### config.mk
export PLATFORM = sky130hd
export DESIGN_NAME = i2c_cmd_sequencer_flat
export DESIGN_NICKNAME = d
export VERILOG_FILES = /design/src/rtl/i2c_cmd_sequencer_pkg.sv /design/src/rtl/i2c_cmd_sequencer_if.sv /design/src/rtl/i2c_cmd_sequencer_fifo.sv /design/src/rtl/i2c_cmd_sequencer.sv /design/src/flat_wrapper.sv
export SDC_FILE = /design/constraint.sdc
export NUM_CORES = 1
export LEC_CHECK = 0
export BUFFER_PORTS_ARGS = -buffer_cell sky130_fd_sc_hd__buf_2
export CORE_ASPECT_RATIO = 1.25
export CORE_MARGIN = 2
export CORE_UTILIZATION = 25
export CTS_BUF_LIST = sky130_fd_sc_hd__clkbuf_16
export DETAILED_ROUTE_END_ITERATION = 12
export GPL_ROUTABILITY_DRIVEN = 0
export GPL_TIMING_DRIVEN = 0
export PLACE_DENSITY_LB_ADDON = 0.3
export SLEW_MARGIN = 20
export SYNTH_ARGS = -nofsm -noshare
export SYNTH_HDL_FRONTEND = slang
export SYNTH_SLANG_ARGS = --single-unit
### constraint.sdc
create_clock -name clk -period 7.8 [get_ports clk]
set_clock_uncertainty 0.1 [all_clocks]
set_input_delay 1.17 -clock clk [delete_from_list [all_inputs] [get_ports clk]]
set_output_delay 1.17 -clock clk [all_outputs]
set_load 0.02 [all_outputs]
### src/rtl/i2c_cmd_sequencer_pkg.sv
// ----------------------------------------------------------------------------
// i2c_pkg
//   Shared types for the I2C command sequencer: the buffered command record,
//   the sequencer FSM state encoding and the bus field widths.
// ----------------------------------------------------------------------------
package i2c_pkg;

  localparam int I2C_ADDR_W = 7;
  localparam int I2C_DATA_W = 8;

  // One queued command: target address, write payload and direction
  // (rw = 1 means the master reads from the slave).
  typedef struct packed {
    logic [I2C_ADDR_W-1:0] addr;
    logic [I2C_DATA_W-1:0] data;
    logic                  rw;
  } i2c_cmd_t;

  typedef enum logic [1:0] {
    IDLE,
    LOAD,
    RUN,
    GAP
  } seq_state_t;

endpackage

### src/rtl/i2c_cmd_sequencer_if.sv
// ----------------------------------------------------------------------------
// i2c_cmd_sequencer_if
//   Bundles the host command handshake and the i2c_master-facing bus.
//   Host side : cmd_valid, cmd_ready, cmd_addr, cmd_data, cmd_rw
//   Master side: address, data_in, r_wb, enable, m_done, m_nack
//   modport master : the sequencer (accepts commands, drives the i2c_master)
//   modport slave  : the environment around it (host + i2c_master)
// ----------------------------------------------------------------------------
interface i2c_cmd_sequencer_if
  import i2c_pkg::*;
();

  logic                  cmd_valid;
  logic                  cmd_ready;
  logic [I2C_ADDR_W-1:0] cmd_addr;
  logic [I2C_DATA_W-1:0] cmd_data;
  logic                  cmd_rw;

  logic [I2C_ADDR_W-1:0] address;
  logic [I2C_DATA_W-1:0] data_in;
  logic                  r_wb;
  logic                  enable;
  logic                  m_done;
  logic                  m_nack;

  modport master (
    input  cmd_valid, cmd_addr, cmd_data, cmd_rw, m_done, m_nack,
    output cmd_ready, address, data_in, r_wb, enable
  );

  modport slave (
    output cmd_valid, cmd_addr, cmd_data, cmd_rw, m_done, m_nack,
    input  cmd_ready, address, data_in, r_wb, enable
  );

endinterface

### src/rtl/i2c_cmd_sequencer_fifo.sv
// ----------------------------------------------------------------------------
// i2c_cmd_fifo
//   Synchronous FIFO of i2c_cmd_t with a combinational head (first-word
//   fall-through). Pointers carry one extra wrap bit so full and empty are
//   distinguishable and level spans 0..DEPTH.
//   Ports: clk, reset (sync, active-high), push/wr_data, pop, head,
//          full, empty, level.
//   Push while full and pop while empty are ignored.
// ----------------------------------------------------------------------------
module i2c_cmd_fifo
  import i2c_pkg::*;
#(
  parameter int DEPTH = 4
) (
  input  logic                   clk,
  input  logic                   reset,
  input  logic                   push,
  input  i2c_cmd_t               wr_data,
  input  logic                   pop,
  output i2c_cmd_t               head,
  output logic                   full,
  output logic                   empty,
  output logic [$clog2(DEPTH):0] level
);

  localparam int PTR_W = $clog2(DEPTH);

  i2c_cmd_t         mem [DEPTH];
  logic [PTR_W:0]   wr_ptr;
  logic [PTR_W:0]   rd_ptr;

  // NOTE: sequential state is written with non-blocking assignments so every
  // flop samples the pre-edge value of every other flop.
  always_ff @(posedge clk) begin
    if (reset) begin
      wr_ptr <= '0;
      rd_ptr <= '0;
    end else begin
      if (push && !full)  wr_ptr <= wr_ptr + (PTR_W+1)'(1);
      if (pop  && !empty) rd_ptr <= rd_ptr + (PTR_W+1)'(1);
    end
  end

  // NOTE: the storage array has no reset; the pointers alone define which
  // entries are valid, and leaving it unreset keeps it a plain RAM.
  always_ff @(posedge clk) begin
    if (push && !full) mem[wr_ptr[PTR_W-1:0]] <= wr_data;
  end

  assign level = wr_ptr - rd_ptr;
  assign empty = (wr_ptr == rd_ptr);
  assign full  = (level == (PTR_W+1)'(DEPTH));
  assign head  = mem[rd_ptr[PTR_W-1:0]];

endmodule

### src/rtl/i2c_cmd_sequencer.sv
// ----------------------------------------------------------------------------
// i2c_cmd_sequencer
//   Upstream feeder for i2c_master. Queues host commands in a FIFO and
//   issues them one at a time, holding enable for the whole transaction,
//   with an idle gap between transactions and a timeout abort. Counts
//   completions, NACKs and timeouts (8-bit, wrapping).
//   Ports:
//     clk, reset            clock, synchronous active-high reset
//     bus (master modport)  host command handshake + i2c_master bus
//     level                 FIFO occupancy, 0..DEPTH
//     busy                  FSM not IDLE or FIFO non-empty
//     done_cnt/nack_cnt/tmo_cnt  status counters
//   Latency: command accepted in cycle N -> enable high in cycle N+3.
// ----------------------------------------------------------------------------
module i2c_cmd_sequencer
  import i2c_pkg::*;
#(
  parameter int DEPTH      = 4,
  parameter int GAP_CYCLES = 2,
  parameter int TIMEOUT    = 1024
) (
  input  logic                   clk,
  input  logic                   reset,
  i2c_cmd_sequencer_if.master    bus,
  output logic [$clog2(DEPTH):0] level,
  output logic                   busy,
  output logic [7:0]             done_cnt,
  output logic [7:0]             nack_cnt,
  output logic [7:0]             tmo_cnt
);

  localparam int TMR_W = $clog2(TIMEOUT);
  localparam int GAP_W = $clog2(GAP_CYCLES + 1);

  seq_state_t       state;
  seq_state_t       state_next;
  i2c_cmd_t         cmd_in;
  i2c_cmd_t         head;
  logic             push;
  logic             pop;
  logic             full;
  logic             empty;
  logic [TMR_W-1:0] timer;
  logic [GAP_W-1:0] gap_cnt;
  logic             tmr_expired;
  logic             gap_last;

  // --------------------------------------------------------------------------
  // Command FIFO
  // --------------------------------------------------------------------------
  assign cmd_in        = '{addr: bus.cmd_addr, data: bus.cmd_data, rw: bus.cmd_rw};
  assign bus.cmd_ready = !full;
  assign push          = bus.cmd_valid && !full;

  i2c_cmd_fifo #(
    .DEPTH (DEPTH)
  ) u_fifo (
    .clk     (clk),
    .reset   (reset),
    .push    (push),
    .wr_data (cmd_in),
    .pop     (pop),
    .head    (head),
    .full    (full),
    .empty   (empty),
    .level   (level)
  );

  // --------------------------------------------------------------------------
  // FSM
  // --------------------------------------------------------------------------
  assign tmr_expired = (timer == TMR_W'(TIMEOUT - 1));
  assign gap_last    = (gap_cnt == GAP_W'(GAP_CYCLES - 1));

  always_ff @(posedge clk) begin
    if (reset) state <= IDLE;
    else       state <= state_next;
  end

  // NOTE: every signal written here gets a default first, so no path leaves
  // it unassigned and no latch is inferred.
  always_comb begin
    state_next = state;
    pop        = 1'b0;
    case (state)
      IDLE: if (!empty) state_next = LOAD;
      LOAD: begin
        // Head is latched onto the bus and popped on the same edge.
        pop        = 1'b1;
        state_next = RUN;
      end
      // A done coinciding with expiry leaves RUN the same way; the counter
      // logic below credits it as a completion.
      RUN:  if (bus.m_done || tmr_expired) state_next = GAP;
      GAP:  if (gap_last) state_next = IDLE;
      default: state_next = IDLE;
    endcase
  end

  assign busy = (state != IDLE) || !empty;

  // --------------------------------------------------------------------------
  // Bus outputs, timers and status counters
  // --------------------------------------------------------------------------
  always_ff @(posedge clk) begin
    if (reset) begin
      bus.enable  <= 1'b0;
      bus.address <= '0;
      bus.data_in <= '0;
      bus.r_wb    <= 1'b0;
      timer       <= '0;
      gap_cnt     <= '0;
      done_cnt    <= '0;
      nack_cnt    <= '0;
      tmo_cnt     <= '0;
    end else begin
      // Registered from the next state so enable is a clean flop output
      // that rises on entry to RUN and falls on exit.
      bus.enable <= (state_next == RUN);

      // Bus fields change only when a new command is loaded; they hold
      // their last value through GAP and IDLE.
      if (state == LOAD) begin
        bus.address <= head.addr;
        bus.data_in <= head.data;
        bus.r_wb    <= head.rw;
      end

      timer   <= (state == RUN) ? timer + TMR_W'(1)   : '0;
      gap_cnt <= (state == GAP) ? gap_cnt + GAP_W'(1) : '0;

      // m_done is only honoured in RUN; pulses in other states are dropped.
      if (state == RUN) begin
        if (bus.m_done) begin
          done_cnt <= done_cnt + 8'd1;
          if (bus.m_nack) nack_cnt <= nack_cnt + 8'd1;
        end else if (tmr_expired) begin
          tmo_cnt <= tmo_cnt + 8'd1;
        end
      end
    end
  end

endmodule

### src/flat_wrapper.sv
// flat-port wrapper written by rule: the top's interface ports become plain ports
module i2c_cmd_sequencer_flat import i2c_pkg::*;
#(
  parameter int DEPTH      = 4,
  parameter int GAP_CYCLES = 2,
  parameter int TIMEOUT    = 1024
)
  (clk, reset, level, busy, done_cnt, nack_cnt, tmo_cnt, bus_cmd_valid, bus_cmd_addr, bus_cmd_data, bus_cmd_rw, bus_m_done, bus_m_nack, bus_cmd_ready, bus_address, bus_data_in, bus_r_wb, bus_enable);
  i2c_cmd_sequencer_if bus_i ();
  input  logic clk;
  input  logic reset;
  output logic [$clog2(DEPTH):0] level;
  output logic busy;
  output logic [7:0] done_cnt;
  output logic [7:0] nack_cnt;
  output logic [7:0] tmo_cnt;
  input wire logic [$bits(bus_i.cmd_valid)-1:0] bus_cmd_valid;
  input wire logic [$bits(bus_i.cmd_addr)-1:0] bus_cmd_addr;
  input wire logic [$bits(bus_i.cmd_data)-1:0] bus_cmd_data;
  input wire logic [$bits(bus_i.cmd_rw)-1:0] bus_cmd_rw;
  input wire logic [$bits(bus_i.m_done)-1:0] bus_m_done;
  input wire logic [$bits(bus_i.m_nack)-1:0] bus_m_nack;
  output wire logic [$bits(bus_i.cmd_ready)-1:0] bus_cmd_ready;
  output wire logic [$bits(bus_i.address)-1:0] bus_address;
  output wire logic [$bits(bus_i.data_in)-1:0] bus_data_in;
  output wire logic [$bits(bus_i.r_wb)-1:0] bus_r_wb;
  output wire logic [$bits(bus_i.enable)-1:0] bus_enable;
  assign bus_i.cmd_valid = bus_cmd_valid;
  assign bus_i.cmd_addr = bus_cmd_addr;
  assign bus_i.cmd_data = bus_cmd_data;
  assign bus_i.cmd_rw = bus_cmd_rw;
  assign bus_i.m_done = bus_m_done;
  assign bus_i.m_nack = bus_m_nack;
  assign bus_cmd_ready = bus_i.cmd_ready;
  assign bus_address = bus_i.address;
  assign bus_data_in = bus_i.data_in;
  assign bus_r_wb = bus_i.r_wb;
  assign bus_enable = bus_i.enable;
  i2c_cmd_sequencer #(.DEPTH(DEPTH), .GAP_CYCLES(GAP_CYCLES), .TIMEOUT(TIMEOUT)) u_core (.clk(clk), .reset(reset), .bus(bus_i), .level(level), .busy(busy), .done_cnt(done_cnt), .nack_cnt(nack_cnt), .tmo_cnt(tmo_cnt));
endmodule
## Word-level counts from Yosys, hierarchy flattened

Memory sizes are Yosys's and may differ from the RTL's. A register that Yosys moved wholly into a read port is not among the register bits.
Index checks and enable logic that the tools add are counted.

| operators by class | value |
|---|---|
| add/sub/neg operators | 8 |
| $mul | 0 |
| div/mod/pow operators | 0 |
| $lt $le $gt $ge | 0 |
| equality and inequality tests | 8 |
| shifts and indexed selects | 0 |
| muxes and demuxes | 7 |
| bitwise operators | 3 |
| reduce and logical (&&, ||, !) cells | 14 |

Operator list:

| operator | number |
|---|---|
| 8-bit by 1-bit adder with 8-bit output, second input constant | 3 |
| 10-bit by 1-bit adder with 10-bit output, second input constant | 1 |
| 10-bit equality test, second input constant | 1 |
| 2-bit case mux with 4 select lines | 1 |
| 3-bit by 1-bit adder with 3-bit output, second input constant | 2 |
| 2-bit equality test, second input constant | 3 |
| 2-bit 2-to-1 mux | 3 |
| 3-bit AND reduction | 2 |
| 2-bit by 1-bit equality test with 1-bit output, second input constant | 2 |
| 2-bit OR reduction | 2 |
| 3-bit equality test | 1 |
| 3-bit equality test, second input constant | 1 |
| 1-bit logical AND | 3 |
| 1-bit 2-to-1 mux | 3 |
| 1-bit NOT | 3 |
| 3-bit subtractor | 1 |
| 2-bit by 1-bit adder with 2-bit output, second input constant | 1 |
| 1-bit logical NOT | 2 |
| 2-bit logical NOT | 1 |
| 1-bit logical OR | 2 |
| 2-bit AND reduction | 1 |
| 2-bit nonzero test | 1 |

| word-level totals | value |
|---|---|
| register bits after elaboration | 45 |
| bits in latches | 0 |
| RAM bits | 64 |
| bits in read-only memories | 0 |
| memories | 1 |

Memory list:

| memory | words | width | rd ports | clocked after memory_dff | wr ports | RTL line | source |
|---|---|---|---|---|---|---|---|
| u_core.u_fifo.mem | 4 | 16 | 1 | 1 | 1 | i2c_cmd_sequencer_fifo.sv:28 | `i2c_cmd_t mem [DEPTH];` |

## Longest topological paths before layout

Gate-level depths: netlist (run 1).

| depth | value |
|---|---|
| depth after elaboration | 7 |
| depth in mapped cells | 8 |

## Modules after synthesis

Synthesis (run 1) repeated with hierarchy kept, for this count alone.

| unflattened totals | value |
|---|---|
| cell total of the unflattened synthesis | 403 |
| area, all modules | 5081.1 µm² |

Modules (own cells, without submodules):

| module | times used | cells an instance | area an instance (µm²) | seq. area each (µm²) |
|---|---|---|---|---|
| i2c_cmd_fifo | 1 | 132 | 2786.4 | 2082.0 |
| i2c_cmd_sequencer | 1 | 271 | 2294.7 | 1101.1 |

## Worst setup path before layout (run 1)

OpenSTA, ideal clock, no wires.

| timing | value |
|---|---|
| path kind | flip-flop to output port |
| from | reg u_core.u_fifo.wr_ptr[0] |
| to | out bus_cmd_ready |
| arrival | 1780 ps |
| data required time | 6530 ps |
| slack | 4750 ps |
| cell stages (with the launch flop) | 6 |
| cell sequence | dfxtp_1 > inv_1 > ha_1 > fa_1 > xor3_1 > nand3_1 |

| between the ends | value |
|---|---|
| word-level cells in the longest chain between the ends | 3 |

Ends and longest elaborated chain:

| element | RTL line | source |
|---|---|---|
| from (decl) | i2c_cmd_sequencer_fifo.sv:29 | `logic [PTR_W:0] wr_ptr;` |
| from (signal assigned) | i2c_cmd_sequencer_fifo.sv:39 | `if (push && !full) wr_ptr <= wr_ptr + (PTR_W+1)'(1);` |
| 3-bit subtractor | i2c_cmd_sequencer_fifo.sv:50 | `assign level = wr_ptr - rd_ptr;` |
| via level[2] | flat_wrapper.sv:12 | `output logic [$clog2(DEPTH):0] level;` |
| 3-bit equality test | i2c_cmd_sequencer_fifo.sv:52 | `assign full = (level == (PTR_W+1)'(DEPTH));` |
| 1-bit logical NOT | i2c_cmd_sequencer.sv:52 | `assign bus.cmd_ready = !full;` |
| to (decl) | flat_wrapper.sv:23 | `output wire logic [$bits(bus_i.cmd_ready)-1:0] bus_cmd_ready;` |

The timed path passes the listed nets, and every way through them passes these cells.

## Worst setup path in the final report (run 1)

| timing | value |
|---|---|
| from | reg u_core.u_fifo.rd_ptr[1] |
| to | out busy |

| between the ends | value |
|---|---|
| word-level cells in the longest chain between the ends | 3 |

Ends and longest elaborated chain:

| element | RTL line | source |
|---|---|---|
| from (decl) | i2c_cmd_sequencer_fifo.sv:30 | `logic [PTR_W:0] rd_ptr;` |
| from (signal assigned) | i2c_cmd_sequencer_fifo.sv:40 | `if (pop && !empty) rd_ptr <= rd_ptr + (PTR_W+1)'(1);` |
| 3-bit equality test | i2c_cmd_sequencer_fifo.sv:51 | `assign empty = (wr_ptr == rd_ptr);` |
| 1-bit logical NOT | n/a |  |
| 1-bit logical OR | i2c_cmd_sequencer.sv:100 | `assign busy = (state != IDLE) \|\| !empty;` |
| to (decl) | flat_wrapper.sv:13 | `output logic busy;` |

Every way passes these cells.

==> flow_summary.yaml, run 1 <==
clock_network:
  clk_pin_slew_ns: 0.05
  cts_tree: "done"
  cts_sinks: 125
  htreeDepth: 4
  cts.repair.resized: 0
  root_buffer: "clkbuf_16"
  clock_latency_ns: 0.41
  clk_path_buf_depth: 2
  cts_buffers: 17
  cts_setup_buffers: 0
  postCtsHoldBufs: 0
drt:
  drt-pass1-iter-count: 4
  wl_per_cell_um: 14.6
  wirelength_um: 11000
  viasPerCell: 4.28
  vias: 3233
  ant_nets: 0
  drt_iter0_markers: 186
  drc: 0
critical_path:
  crit_type: "flip-flop to output port"
  slowest_delay_ns: 0.46
  r2r_start: "u_core.u_fifo.wr_ptr[0]"
  cp_top_family: "buffers and inverters"
  crit_slowest_cell: "clkbuf_1"
  arrival_ns: 2.48
  crit_fanout: 10
  critical_path.cell_chain: "clkbuf_1 > buf_2 > inv_1 > ha_1 > nand2_1 > nor2_1 > nand2_1 > buf_2"
  crit_start: "u_core.u_fifo.rd_ptr[1]"
  r2r_end: "u_core.u_fifo.mem[1][13]"
  ff2ff_path_depth: 6
  critical_path_depth: 8
  endpoint_kind: "output port"
  worstSetupStartpointType: "flip-flop"
  ff2ff_setup_slack_ns: 4.77
  crit_end: "busy"
  crit_buf_inv: 4
  required_ns: 6.53
timing:
  worstMarginPinSlew_ns: 0.912
  setup-violations-final: 0
  holdWs_ns: 0.330
  period_minus_slack_ns: 3.75
  drv_slew: 0
  rsz0062_at_grt: "no"
  fin_crit_sh: 0.481
  hold_violations: 0
  max_freq_mhz: 267
  relSlewSlack: 0.392
  finalSetupTns_ns: 0
status:
  status: "completed"
global_route:
  grtUsageTotal: 0.111
  gr-total-overflow: 0
  antenna_found_initial: 0
  grt_max_degree: 18
  first_global_vias: 3382
  grt_pass1_wl_um: 17500
synth:
  synth_seq_cells: 125
  syn_inst: 393
  yosys_warnings: 0
  seq_area_frac_synth: 0.628
  synthFlopType: "edfxtp_1"
  synth_edf_count: 64
  synth_cell_type_count: 42
  postSynth.asyncResetShare: 0
  synth_area_per_cell_um2: 12.7
  syn_nets: 427
  syn_area_um2: 5010
layout:
  antenna_cells: 0
  final_cell_mix: "buf_2, edfxtp_1, dfxtp_1, nand2_1, nor2_1"
  nNetsFinal: 511
  fin_cells: 755
  post-route-util: 0.320
  design_area_um2: 6250
  area_growth_pct: 24.8
  layout_commonest_cell: "buf_2"
  drive_gt1_frac: 0.247
die:
  start_util: 0.256
  dieArea_um2: 21200
  die_width_um: 131
  io_pins: 67
  fp.dieH_um: 162
  rows: 57
  coreArea_um2: 19500
worst_hold_path:
  hold_path_class: "flip-flop to flip-flop"
pwr:
  power_density_nw_per_um2: 281
  peakVddDrop_uv: 174
  total_leakage_power_nw: 2.29
place:
  port_buffers: 65
  dp_hpwl_um: 7820
  placed_area_um2: 5670
  dp.cells: 723
flow_run:
  maxCapViolCount: 0
## logic make-up after synthesis
logic type	count (synthesis)	share of synthesized area
fa+ha+maj	13	0.0340
flops	125	0.628
mux	20	0.0800
buf+inv	28	0.0242
xor+xnor	26	0.0485
compound gates	44	0.0515
simple gates	137	0.134
## per-stage QoR
stage,power [mW],setup WS (ns)
floorplan,0.926,4.75
global placement,1.00,4.46
detailed placement,1.01,4.40
CTS,1.78,3.94
global route,1.83,3.88
finish,1.75,4.05
## area by class of cell
class	instances	area [um2]
fill	2025	13300
sequential	125	3140
multi-input combinational	240	1750
clock buffer	17	425
tap	265	332
timing repair buffer	65	325
clock inverter	15	149
buffer	18	83.8
inverter	10	37.5
## worst reg2reg max path: stages (launching register included)
cell and delay (ns):
dfxtp_1 0.40, inv_1 0.11, ha_1 0.23, fa_1 0.43, xor3_1 0.32, a31oi_4 0.29
and2_1 0.76
## flip-flops by register name (all words and copies together) (netlist names), 3 cells and up
name / cells
u_core.bus.address: 7
u_core.bus.data_in: 8
u_core.done_cnt: 8
u_core.nack_cnt: 8
u_core.timer: 10
u_core.tmo_cnt: 8
u_core.u_fifo.mem: 64
u_core.u_fifo.rd_ptr: 3
u_core.u_fifo.wr_ptr: 3
## power by group
group          leakage, nW  internal [mW]  switching (mW)  total, mW
Combinational        0.934         0.0837           0.146      0.230
Sequential            1.08          0.740          0.0205      0.761
Clock                0.280          0.469           0.296      0.764
Total                 2.29           1.29           0.462       1.75
## worst min-delay path by stage
stage                       from                 to  slack (ns)  cells after the start
2_1_floorplan  u_core.gap_cnt[0]  u_core.gap_cnt[0]        0.31                      1
3_3_place_gp   u_core.gap_cnt[0]  u_core.gap_cnt[0]        0.31                      1
3_5_place_dp   u_core.gap_cnt[0]  u_core.gap_cnt[0]        0.33                      1
4_1_cts        u_core.gap_cnt[0]  u_core.gap_cnt[0]        0.34                      1
5_1_grt        u_core.gap_cnt[0]  u_core.gap_cnt[0]        0.35                      1
6_report       u_core.gap_cnt[0]  u_core.gap_cnt[0]        0.33                      1
## synthesized netlist by cell type, types with 2 or more instances
master,count,share of area
edfxtp_1,64,0.38
dfxtp_1,61,0.24
nand2_1,50,0.037
nor2_1,31,0.023
a21oi_1,26,0.026
mux4_2,16,0.072
xor2_1,16,0.028
ha_1,12,0.030
clkbuf_1,11,0.0082
o21ai_0,11,0.011
inv_1,10,0.0075
nand3_1,9,0.0090
xnor2_1,9,0.016
and2_1,8,0.010
or3_1,8,0.010
nand4_1,7,0.0087
nor2b_1,5,0.0062
buf_2,4,0.0040
mux2i_1,4,0.0080
nor3_1,4,0.0040
nand4b_1,3,0.0052
and4b_1,2,0.0040
nor4_1,2,0.0025
o211ai_1,2,0.0030
## per-layer routing
metal,global-route usage,share of wire,routed length [um],up-vias
met3,0.0428,0.046,512,10
met1,0.125,0.42,4610,1584
met2,0.193,0.53,5810,54
met4,0.0338,0.010,116,0
met5,0,0,0,-
li1,-,-,-,1585
(Power assumes the default switching activity.)
==> run 2: changes to the inputs <==
Settings changed: ABC_AREA set to 1.
Clock period 7.8 ns to 3.37 ns, I/O delays scaled along.
==> run 2 against run 1 <==
Global-route usage is 0.12 points higher. Clock power grew 120%. Non-clock buffer count grew 2. Synthesized cell count up 48%. Sequential share of layout area decreased by 2.6 points. Critical endpoint unchanged. Synthesized area increased by 5.9%.
==> flow_summary.yaml, run 2 <==
die:
  io_pins: 67
  fp.dieH_um: 167
  dieArea_um2: 22400
  coreArea_um2: 20800
  die_width_um: 134
  rows: 59
  start_util: 0.255
critical_path:
  arrival_ns: 2.35
  crit_type: "flip-flop to output port"
  r2r_start: "u_core.u_fifo.wr_ptr[0]"
  worstSetupStartpointType: "flip-flop"
  endpoint_kind: "output port"
  ff2ff_path_depth: 8
  ff2ff_setup_slack_ns: 0.51
  crit_fanout: 11
  required_ns: 2.76
  r2r_end: "u_core.u_fifo.mem[0][2]"
global_route:
  antenna_found_initial: 0
  first_global_vias: 3620
  grtUsageTotal: 0.112
  grt_max_degree: 17
  gr-total-overflow: 0
  grt_pass1_wl_um: 19100
layout:
  antenna_cells: 0
  largest_register_ffs: 64
  drive_gt1_frac: 0.184
  layout_commonest_cell: "nor2_1"
  area_growth_pct: 24.2
  fin_cells: 957
  final_cell_mix: "nor2_1, nand2_1, inv_1, buf_2, edfxtp_1"
  nNetsFinal: 704
  design_area_um2: 6590
drt:
  wl_per_cell_um: 12.9
  vias: 3997
  drt-pass1-iter-count: 4
  drt_iter0_markers: 282
  ant_nets: 0
  viasPerCell: 4.18
  wirelength_um: 12300
  drc: 0
synth:
  syn_inst: 581
  syn_area_um2: 5310
  yosys_warnings: 0
  syn_nets: 615
  postSynth.asyncResetShare: 0
  synthFlopType: "edfxtp_1"
  synth_seq_cells: 125
  netlist_top_cells_count: "nor2_1, nand2_1, inv_1, edfxtp_1, dfxtp_1"
  yosysMostFrequentCell: "nor2_1"
  synth_cell_type_count: 29
  seq_area_frac_synth: 0.592
  synth_edf_count: 64
  synth_area_per_cell_um2: 9.13
  synth_top_area_frac: 0.362
  synth_area_leaders: "edfxtp_1, dfxtp_1, nor2_1"
  yosys.area.top_type: "edfxtp_1"
place:
  port_buffers: 66
  pre_cts_slack_ns: 0.471
  dp_hpwl_um: 8610
  dp.cells: 925
  placed_area_um2: 6040
clock_network:
  cts_sinks: 125
  clk_pin_slew_ns: 0.06
  cts_buffers: 17
  clock_latency_ns: 0.41
  cts.repair.resized: 0
  htreeDepth: 4
  clk_path_buf_depth: 2
  cts_tree: "done"
  root_buffer: "clkbuf_16"
  cts_setup_buffers: 0
  postCtsHoldBufs: 0
timing:
  drv_slew: 0
  setup-violations-final: 0
  relSlewSlack: 0.600
  worstMarginPinSlew_ns: 0.601
  period_minus_slack_ns: 2.95
  rsz0062_at_grt: "no"
  max_freq_mhz: 339
  finalSetupTns_ns: 0
  fin_crit_sh: 0.876
  setup_ws_ns: 0.419
  hold_violations: 0
worst_hold_path:
  min_path_cells: 1
  hold_path_class: "input port to flip-flop"
  worstHoldEndpoint: "u_core.u_fifo.mem[1][11]"
  worstHoldStart: "bus_cmd_addr[2]"
pwr:
  power_density_nw_per_um2: 735
  p_clk_frac: 0.344
  peakVddDrop_uv: 614
  p_int_mw: 3.21
  swShare: 0.338
  finalPower_mw: 4.84
  pwr-share-seq: 0.396
  netSwitchingPower_mw: 1.64
  total_leakage_power_nw: 2.74
  combinationalPowerShare: 0.260
status:
  status: "completed"
flow_run:
  maxCapViolCount: 0
[run 2: cell types whose count changed in the layout (fill, tap and decap cells not counted), sizes merged, moves of 8 or more]
| cell | before | now |
|---|---|---|
| xor2 | 16 | 5 |
| o22ai | 0 | 16 |
| o21ai | 11 | 61 |
| or3 | 8 | 0 |
| nor2 | 31 | 112 |
| mux4 | 16 | 0 |
| inv | 13 | 82 |
| nand3 | 9 | 22 |
| nand2 | 50 | 86 |
[run 2: area by class of cell]
cell class	instances	area, um2
Fill cell	2170	14200
Sequential cell	125	3140
Multi-Input combinational cell	363	1820
Clock buffer	17	425
Timing Repair Buffer	70	387
Tap cell	274	343
Inverter	78	293
Clock inverter	15	121
Buffer	15	58.8
[run 2: worst max-delay path, cell delays in order (launching register included)]
cell	delay, ns
dfxtp_1	0.58
inv_1	0.24
clkbuf_1	0.30
ha_1	0.37
nand3_1	0.16
inv_1	0.09
nand2_1	0.04
buf_2	0.16
[run 2: how the worst max path moves through the flow]
stage	startpoint	endpoint	cells after the start
after floorplan	u_core.u_fifo.wr_ptr[0]	u_core.u_fifo.mem[0][0]	7
after global placement	u_core.u_fifo.wr_ptr[0]	u_core.u_fifo.mem[3][15]	7
after detailed placement	u_core.u_fifo.wr_ptr[0]	u_core.u_fifo.mem[0][2]	8
after CTS	u_core.u_fifo.rd_ptr[1]	busy	7
after global routing	u_core.u_fifo.rd_ptr[1]	busy	7
final	u_core.u_fifo.rd_ptr[1]	busy	7
[run 2: power groups by stage]
stage               Combinational (mW)  Sequential (mW)  Clock, mW
floorplan                        0.700             2.06          0
global placement                  1.25             1.96          0
detailed placement                1.28             1.95          0
CTS                               1.28             1.92       1.71
global route                      1.40             1.94       1.78
finish                            1.26             1.92       1.67
[run 2: metal layers]
metal / track usage / share of wire / up-vias
met5: 0 / 0 / -
met4: 0.0325 / 0.0074 / 0
met3: 0.0353 / 0.036 / 5
met2: 0.188 / 0.49 / 71
met1: 0.138 / 0.46 / 1815
li1: - / - / 2106
[run 2: cell families (layout without fill, tap and decap cells)]
group           count (synthesis)  in the layout  share of synthesized area
flops                         125            125                      0.592
xor+xnor                        7              7                     0.0116
compound gates                 99             99                     0.0972
simple gates                  244            244                      0.200
fa+ha+maj                      13             13                     0.0321
buf+inv                        93            195                     0.0663
[run 2: through the flow]
step / util / hold slack, ns
final: 0.317 / 0.211
after CTS: 0.317 / 0.191
after floorplan: - / 0.306
after global routing: 0.317 / 0.194
after global placement: 0.287 / 0.327
after detailed placement: 0.290 / 0.324
==> run 3: changes to the inputs <==
Settings changed: ABC_AREA 1 to 0, CORE_MARGIN 2 to not set.
Clock period 3.37 ns to 2.5 ns, I/O delays scaled along.
==> run 3 against run 2 <==
Sequential share of layout area rose by 1.7 points. Via count is 19% lower. Combinational power decreased by 41%. Sequential power grew 23%. Global-route usage increased by 0.14 points. Utilization rose by 0.93 points. Register-to-register slack got worse by 0.40 ns. Total power grew 16%. Critical path depth down 1. Critical path type unchanged. Largest power group is now clock.
==> flow_summary.yaml, run 3 (synthesis gave the netlist of run 1 again) <==
status:
  status: "completed"
clock_network:
  clock_latency_ns: 0.41
  cts_buffers: 17
  htreeDepth: 4
  root_buffer: "clkbuf_16"
  cts_tree: "done"
  postCtsHoldBufs: 0
  clk_pin_slew_ns: 0.06
  cts_sinks: 125
  clk_path_buf_depth: 2
drt:
  wirelength_um: 10700
  drc: 0
  drt-pass1-iter-count: 4
  drt_iter0_markers: 147
  vias: 3241
  wl_per_cell_um: 14.1
  viasPerCell: 4.27
  ant_nets: 0
critical_path:
  r2r_end: "u_core.u_fifo.mem[1][5]"
  r2r_start: "u_core.u_fifo.wr_ptr[0]"
  crit_end: "bus_cmd_ready"
  critical_path.cell_chain: "inv_1 > ha_2 > fa_2 > xor3_2 > nand3_2 > buf_6"
  crit_buf_inv: 2
  cp_top_family: "adder cells"
  critical_path_depth: 6
  crit_fanout: 4
  crit_start: "u_core.u_fifo.wr_ptr[0]"
  worstSetupStartpointType: "flip-flop"
  crit_slowest_cell: "fa_2"
  ff2ff_path_depth: 6
  ff2ff_setup_slack_ns: 0.11
  slowest_delay_ns: 0.39
  crit_type: "flip-flop to output port"
  endpoint_kind: "output port"
  arrival_ns: 1.94
  required_ns: 2.03
timing:
  worstMarginPinSlew_ns: 0.625
  rsz0062_at_grt: "no"
  max_freq_mhz: 414
  holdWs_ns: 0.0777
  period_minus_slack_ns: 2.42
  finalSetupTns_ns: 0
  relSlewSlack: 0.583
  setup-violations-final: 0
  drv_slew: 0
  fin_crit_sh: 0.967
  hold_violations: 0
die:
  start_util: 0.256
  fp.dieH_um: 160
  coreArea_um2: 19500
  io_pins: 67
  rows: 57
  die_width_um: 129
  dieArea_um2: 20600
global_route:
  gr-total-overflow: 0
  grt_max_degree: 17
  first_global_vias: 3417
  antenna_found_initial: 1
  grtUsageTotal: 0.114
  grt_pass1_wl_um: 17500
layout:
  multi_input_area_um2: 1770
  seq_area_um2: 3150
  final_cell_mix: "buf_2, edfxtp_1, dfxtp_1, nand2_1, nor2_1"
  nNetsFinal: 514
  fin_cells: 759
  largest_register_ffs: 64
  layout_commonest_cell: "buf_2"
  fillers: 2000
  area_growth_pct: 27.2
  drive_gt1_frac: 0.266
pwr:
  peakVddDrop_uv: 457
  total_leakage_power_nw: 2.35
  power_density_nw_per_um2: 883
  finalPower_mw: 5.62
flow_run:
  maxCapViolCount: 0
place:
  port_buffers: 65
  dp_hpwl_um: 7560
  dp.cells: 723
worst_hold_path:
  hold_path_class: "input port to flip-flop"
  worstHoldStart: "bus_cmd_data[5]"
run 3: layer usage:
layer	share of wire	vias up	global-route usage	wire (um)
met5	0	-	0	0
met4	0.0097	0	0.0417	104
met3	0.044	12	0.0429	469
met2	0.53	58	0.199	5710
met1	0.41	1576	0.124	4450
li1	-	1595	-	-
run 3: final cells by class:
| class | count | share of cell area |
|---|---|---|
| diodes | 1 | 0.000393 |
| plain buffers | 17 | 0.0139 |
| clock buffers | 17 | 0.0668 |
| clock inverters | 15 | 0.0283 |
| inverters | 10 | 0.00589 |
| multi-input cells | 240 | 0.278 |
| flip-flops and latches | 125 | 0.494 |
| well taps | 265 | 0.0521 |
| repair buffers | 69 | 0.0607 |
run 3: worst min path at each step:
stage	end	cells past startpoint
CTS	u_core.u_fifo.mem[2][6]	1
floorplan	u_core.gap_cnt[0]	1
global route	u_core.u_fifo.mem[2][9]	1
global placement	u_core.gap_cnt[0]	1
detailed placement	u_core.gap_cnt[0]	1
finish	u_core.u_fifo.mem[2][6]	1
run 3: worst reg2reg max path, cell delays in order, from the launching register on:
cell and delay [ns]:
dfxtp_2 0.33, inv_1 0.07, ha_2 0.20, fa_2 0.39, xor3_2 0.31, a31oi_4 0.31, and2_4 0.37
run 3: where the power goes:
| part | switching (mW) | internal (mW) | total, mW |
|---|---|---|---|
| Sequential | 0.0626 | 2.31 | 2.37 |
| Clock | 0.857 | 1.65 | 2.50 |
| Combinational | 0.464 | 0.284 | 0.748 |
run 3: timing repair:
action / 4_1_cts / 5_1_grt
cloned: 0 / 0
buffers inserted: 3 / 1
setup endpoints to repair: 71 / 30
pin swaps: 1 / 1
resized for setup: 15 / 1
run 3: through the flow:
step / setup WS [ns] / instance area [um2] / util
floorplan: -0.0125 / 5020 / -
global placement: -0.259 / 5680 / 0.290
detailed placement: -0.283 / 5680 / 0.290
CTS: 0.0159 / 6370 / 0.326
global route: 0.00516 / 6370 / 0.326
finish: 0.0835 / 6370 / 0.326
